### src/rtl/imem_loader_pkg.sv
// Shared types and sizing for the instruction-memory loader.
// Sizes the byte-wide instruction memory and names the loader FSM states.
package imem_loader_pkg;

    localparam int MEM_DEPTH        = 4096;
    localparam int MEM_WIDTH        = 8;
    localparam int INSTR_WIDTH      = 32;
    localparam int BPI              = INSTR_WIDTH / MEM_WIDTH;
    localparam int MEM_ADDR_WIDTH   = $clog2(MEM_DEPTH);
    localparam int BYTE_IDX_WIDTH   = $clog2(BPI);
    localparam int WORD_COUNT_WIDTH = $clog2(MEM_DEPTH / BPI) + 1;
    localparam int SEL_WIDTH        = $clog2(INSTR_WIDTH);

    typedef enum logic [2:0] {
        LD_IDLE,
        LD_LOAD,
        LD_WRITE,
        LD_DONE,
        LD_ERROR
    } imem_ld_state_e;

endpackage

### src/rtl/imem_loader.sv
// Loads 32-bit instruction words into byte-wide instruction memory, big-endian.
// Optional running checksum of accepted words: define IMEM_LOADER_CHECKSUM_EN.
module imem_loader
    import imem_loader_pkg::*;
(
    input  logic                        clk,
    input  logic                        rst_n,
    input  logic                        start,
    input  logic [MEM_ADDR_WIDTH-1:0]   base_addr,
    input  logic                        in_valid,
    input  logic [INSTR_WIDTH-1:0]      in_word,
    input  logic                        in_last,
    output logic                        in_ready,
    output logic                        mem_we,
    output logic [MEM_ADDR_WIDTH-1:0]   mem_addr,
    output logic [MEM_WIDTH-1:0]        mem_wdata,
    output logic                        busy,
    output logic                        done,
    output logic                        overflow,
    output logic [WORD_COUNT_WIDTH-1:0] word_count
`ifdef IMEM_LOADER_CHECKSUM_EN
    ,
    output logic [INSTR_WIDTH-1:0]      checksum
`endif
);

    // One extra bit so the pointer can reach MEM_DEPTH without wrapping to 0.
    localparam logic [MEM_ADDR_WIDTH:0]   LAST_WORD_BASE = (MEM_ADDR_WIDTH + 1)'(MEM_DEPTH - BPI);
    localparam logic [BYTE_IDX_WIDTH-1:0] LAST_BYTE      = BYTE_IDX_WIDTH'(BPI - 1);
    localparam logic [MEM_ADDR_WIDTH-1:0] ALIGN_MASK     = ~MEM_ADDR_WIDTH'(BPI - 1);

    imem_ld_state_e              state;
    imem_ld_state_e              nextState;
    logic [MEM_ADDR_WIDTH:0]     wrPtr;
    logic [MEM_ADDR_WIDTH-1:0]   curBase;
    logic [BYTE_IDX_WIDTH-1:0]   byteIdx;
    logic [INSTR_WIDTH-1:0]      wordLatch;
    logic                        lastLatch;
    logic [SEL_WIDTH-1:0]        byteMsb;
    logic                        accept;
    logic                        wordFits;
    logic                        lastByte;

    assign accept   = in_valid & in_ready;
    assign wordFits = (wrPtr <= LAST_WORD_BASE);
    assign lastByte = (byteIdx == LAST_BYTE);
    assign byteMsb  = SEL_WIDTH'(INSTR_WIDTH - 1 - MEM_WIDTH * int'(byteIdx));

    // NOTE: sequential state uses non-blocking assignments so every flop samples pre-edge values.
    always_ff @(posedge clk) begin
        if (!rst_n) state <= LD_IDLE;
        else        state <= nextState;
    end

    // NOTE: every combinational output gets a default first so no path can infer a latch.
    always_comb begin
        nextState = state;
        if (start) begin
            nextState = LD_LOAD;
        end else begin
            case (state)
                LD_LOAD: begin
                    if (accept) nextState = wordFits ? LD_WRITE : LD_ERROR;
                end
                LD_WRITE: begin
                    if (lastByte) begin
                        if (accept)         nextState = wordFits ? LD_WRITE : LD_ERROR;
                        else if (lastLatch) nextState = LD_DONE;
                        else                nextState = LD_LOAD;
                    end
                end
                default: nextState = state;
            endcase
        end
    end

    always_comb begin
        in_ready = 1'b0;
        busy     = 1'b0;
        done     = 1'b0;
        overflow = 1'b0;
        case (state)
            LD_LOAD: begin
                in_ready = !start;
                busy     = 1'b1;
            end
            LD_WRITE: begin
                // Overlap the next accept with the final byte to sustain one word per BPI cycles.
                in_ready = !start && lastByte && !lastLatch;
                busy     = 1'b1;
            end
            LD_DONE:  done     = 1'b1;
            LD_ERROR: overflow = 1'b1;
            default:  ;
        endcase
    end

    always_ff @(posedge clk) begin
        if (!rst_n) begin
            mem_we     <= 1'b0;
            mem_addr   <= '0;
            mem_wdata  <= '0;
            word_count <= '0;
            byteIdx    <= '0;
            wrPtr      <= '0;
            curBase    <= '0;
            wordLatch  <= '0;
            lastLatch  <= 1'b0;
        end else begin
            mem_we <= 1'b0;
            if (start) begin
                // Abandon any in-flight word; bytes already written are left in memory.
                wrPtr      <= {1'b0, base_addr & ALIGN_MASK};
                byteIdx    <= '0;
                word_count <= '0;
            end else begin
                if (state == LD_WRITE) begin
                    mem_we    <= 1'b1;
                    mem_addr  <= curBase + MEM_ADDR_WIDTH'(byteIdx);
                    mem_wdata <= wordLatch[byteMsb -: MEM_WIDTH];
                    byteIdx   <= byteIdx + BYTE_IDX_WIDTH'(1);
                    if (lastByte) word_count <= word_count + WORD_COUNT_WIDTH'(1);
                end
                if (accept && wordFits) begin
                    wordLatch <= in_word;
                    lastLatch <= in_last;
                    curBase   <= wrPtr[MEM_ADDR_WIDTH-1:0];
                    wrPtr     <= wrPtr + (MEM_ADDR_WIDTH + 1)'(BPI);
                    byteIdx   <= '0;
                end
            end
        end
    end

`ifdef IMEM_LOADER_CHECKSUM_EN
    always_ff @(posedge clk) begin
        if (!rst_n || start)          checksum <= '0;
        else if (accept && wordFits)  checksum <= checksum + in_word;
    end
`endif

endmodule

### config.mk
export PLATFORM = sky130hd
export DESIGN_NAME = imem_loader
export DESIGN_NICKNAME = d
export VERILOG_FILES = /design/src/rtl/imem_loader_pkg.sv /design/src/rtl/imem_loader.sv
export SDC_FILE = /design/constraint.sdc
export NUM_CORES = 1
export LEC_CHECK = 0
export BUFFER_PORTS_ARGS = -buffer_cell sky130_fd_sc_hd__buf_4
export CELL_PAD_IN_SITES_DETAIL_PLACEMENT = 0
export CELL_PAD_IN_SITES_GLOBAL_PLACEMENT = 2
export CORE_MARGIN = 3
export CORE_UTILIZATION = 32
export CTS_CLUSTER_SIZE = 30
export DETAILED_ROUTE_END_ITERATION = 8
export HOLD_SLACK_MARGIN = 0.15
export PLACE_DENSITY_LB_ADDON = 0.1
export SLEW_MARGIN = 20
export SYNTH_ARGS = -nofsm -noshare
export SYNTH_HDL_FRONTEND = slang
export SYNTH_SLANG_ARGS = --single-unit
### constraint.sdc
create_clock -name clk -period 2.7 [get_ports clk]
set_input_delay 0.54 -clock clk [delete_from_list [all_inputs] [get_ports clk]]
set_output_delay 0.54 -clock clk [all_outputs]
set_load 0.01 [all_outputs]
==> impl_metrics.ini <==
[clock_network]
clk_latency_ps = 330
clk_path_buf_depth = 2
post_cts_buffers = 0
cts_tree = yes
cts_buffers = 9
clk_pin_slew_ps = 60
cts_htree_levels = 3
root_buffer = clkbuf_16
cts.repair.resized = 0
clkSinkCount = 91
cts_hold_buf = 0

[worst_setup_path]
worstPathArrival_ps = 1640
critPathLaunchType = register
worstSetupEndpointType = output pin
crit_buf_inv = 1
cp_cell_sequence = nand2b_1 -> a211oi_1 -> buf_4
startpoint = state[0]$_SDFFE_PN0P_
r2r-start = state[2]$_SDFFE_PP0P_
worst-path-max-fanout = 12
crit_family = flip-flops
critPathRequiredTime_ps = 2160
worstSetupPathType = register to output pin
crit_slowest_cell = dfxtp_1
cpPeakStageDelay_ps = 560

[global_routing]
grt_max_degree = 49
grt_overflow = 0
grt_pass1_vias = 3494
grt_pass1_wl_um = 18600
grt.met3_usage = 0.0322
busiest_layer = met1
grt_antenna_before_repair = 0
grt_usage = 0.164
grt_util_met2 = 0.232
use_met1 = 0.248

[placed_design]
dpl_worst_slack_ps = 325
dpl_cell_area_um2 = 4820
dp_hpwl_um = 7850
routabilityCongestion = 0.757
port_buffers = 82

[synth]
ys_warn_count = 0
synth-seq-area-share = 0.454
postSynthAreaPerCell_um2 = 8.35
yosysTopAreaCell = dfxtp_1
synthCells = 481
syn_area_um2 = 4020
synth.top_cell.area_share = 0.454
synthFlopType = dfxtp_1
synth_cell_types = 45
synth.area.top_cells = dfxtp_1, a21oi_1, nand3_1
synth_common_cells = dfxtp_1, a21oi_1, nand3_1
synthArstFlopShare = 0
synth_fp_nets = 533
synth_edf_count = 0
ys_ff_latch = 91
post-synth-top-count-cell = dfxtp_1

[die]
dieArea_um2 = 13900
io_pins = 85
die_h_um = 118
initial_core_util = 0.330
core_area_um2 = 12200
num_rows = 40
die_w_um = 118

[sta]
rsz0062_at_grt = no
fin_skew_ps = 4.57
finalWorstSetupSlack_ps = 519
setup_violations = 0
min_period_ps = 2180
max_freq_mhz = 459
hold_viol = 0
drv_slew = 0
tightest_slew_ps = 835
relSlewSlack = 0.440
setup_tns_ps = 0
post-route-period-util = 0.808

[detailed_routing]
route.antenna.remaining_nets = 0
vias = 3712
drt-initial-drc-count = 239
drt_wl_total_um = 11400
wl_per_cell_um = 16.0
dr.pass1.iters = 4
drc_errors = 0
vias_per_cell = 5.19

[cells_and_area]
finish.instance_area_um2 = 5080
diodes = 0
nets = 596
drive_gt1_frac = 0.229
post-route-util = 0.418
area_delta_synth_final_pct = 26.6

[outcome]
status = completed

[worst_hold_path]
hold_path.class = register to register
hp-start = mem_addr[7]$_SDFFE_PN0P_

[power_and_ir_drop]
ir_drop_v = 0.000229
leakage_nw = 1.81
p_per_area_nw_per_um2 = 538

[run]
drv_cap = 0
worst min-delay path, stage by stage, from the launching register on:
cell,delay [ps]
dfxtp_1,310
nand2_1,50
a21oi_1,50
power breakdown:
group          total [mW]  switching, mW  internal [mW]
registers            1.40         0.0291           1.37
clock network        1.16          0.497          0.663
logic               0.179         0.0916         0.0874
total                2.73          0.617           2.12
cell type report:
type	count	area (um^2)
Tap cell	168	210
Sequential cell	91	1820
Fill cell	1293	7080
Inverter	4	15.0
Timing Repair Buffer	97	766
Clock inverter	2	12.5
Multi-Input combinational cell	341	2000
Clock buffer	12	256
registers in the layout (all words and copies together) (netlist names):
| signal | count |
|---|---|
| wordLatch | 32 |
| mem_addr | 12 |
| word_count | 11 |
| wrPtr | 11 |
| curBase | 10 |
| mem_wdata | 8 |
| state | 3 |
| byteIdx | 2 |
| lastLatch | 1 |
| mem_we | 1 |
cells in the final DEF (no fill, tap or decap), types with 3 or more instances in the layout:
cell        n
a211oi_1    4
or3_1       3
inv_1       3
buf_4      94
and3_1      5
ha_1        3
nand3_1    53
o211ai_1    6
buf_12      3
nand2b_1    3
xor2_1      8
nand4_1     8
mux4_2      8
nand2_1    51
o21ai_0    52
a21oi_1    70
or4_1       3
nor2_1     21
nor3_1      7
dfxtp_1    91
a31oi_1     4
clkbuf_16   9
logic make-up after synthesis:
logic type      count (synthesis)  share of synthesized area
compound gates                149                      0.207
xor+xnor                       10                     0.0218
fa+ha+maj                       3                    0.00935
buf+inv                        49                     0.0517
flops                          91                      0.454
mux                            11                     0.0527
simple gates                  168                      0.203
path summary, 6_finish.rpt:
check / to / slack (ps) / cells past startpoint
max: in_ready / 520 / 3
min: mem_addr[7]$_SDFFE_PN0P_ / 450 / 2
max reg2reg: wrPtr[5]$_SDFFE_PN0P_ / 580 / 5
min reg2reg: mem_addr[7]$_SDFFE_PN0P_ / 450 / 2
stage by stage:
stage                     power, mW  hold WS, ps  cells
after floorplan                1.51          428    481
after global placement         1.60          445    701
after detailed placement       1.61          448    701
after CTS                      2.78          448    715
after global routing           2.85          459    715
final                          2.73          452    715
per-layer routing:
layer  share of wire  up-vias
met5               0        -
met4           0.010        0
met3           0.038        9
met2            0.43       77
met1            0.52     1776
li1                -     1850
No activity file was read; power rests on OpenSTA's default activity.
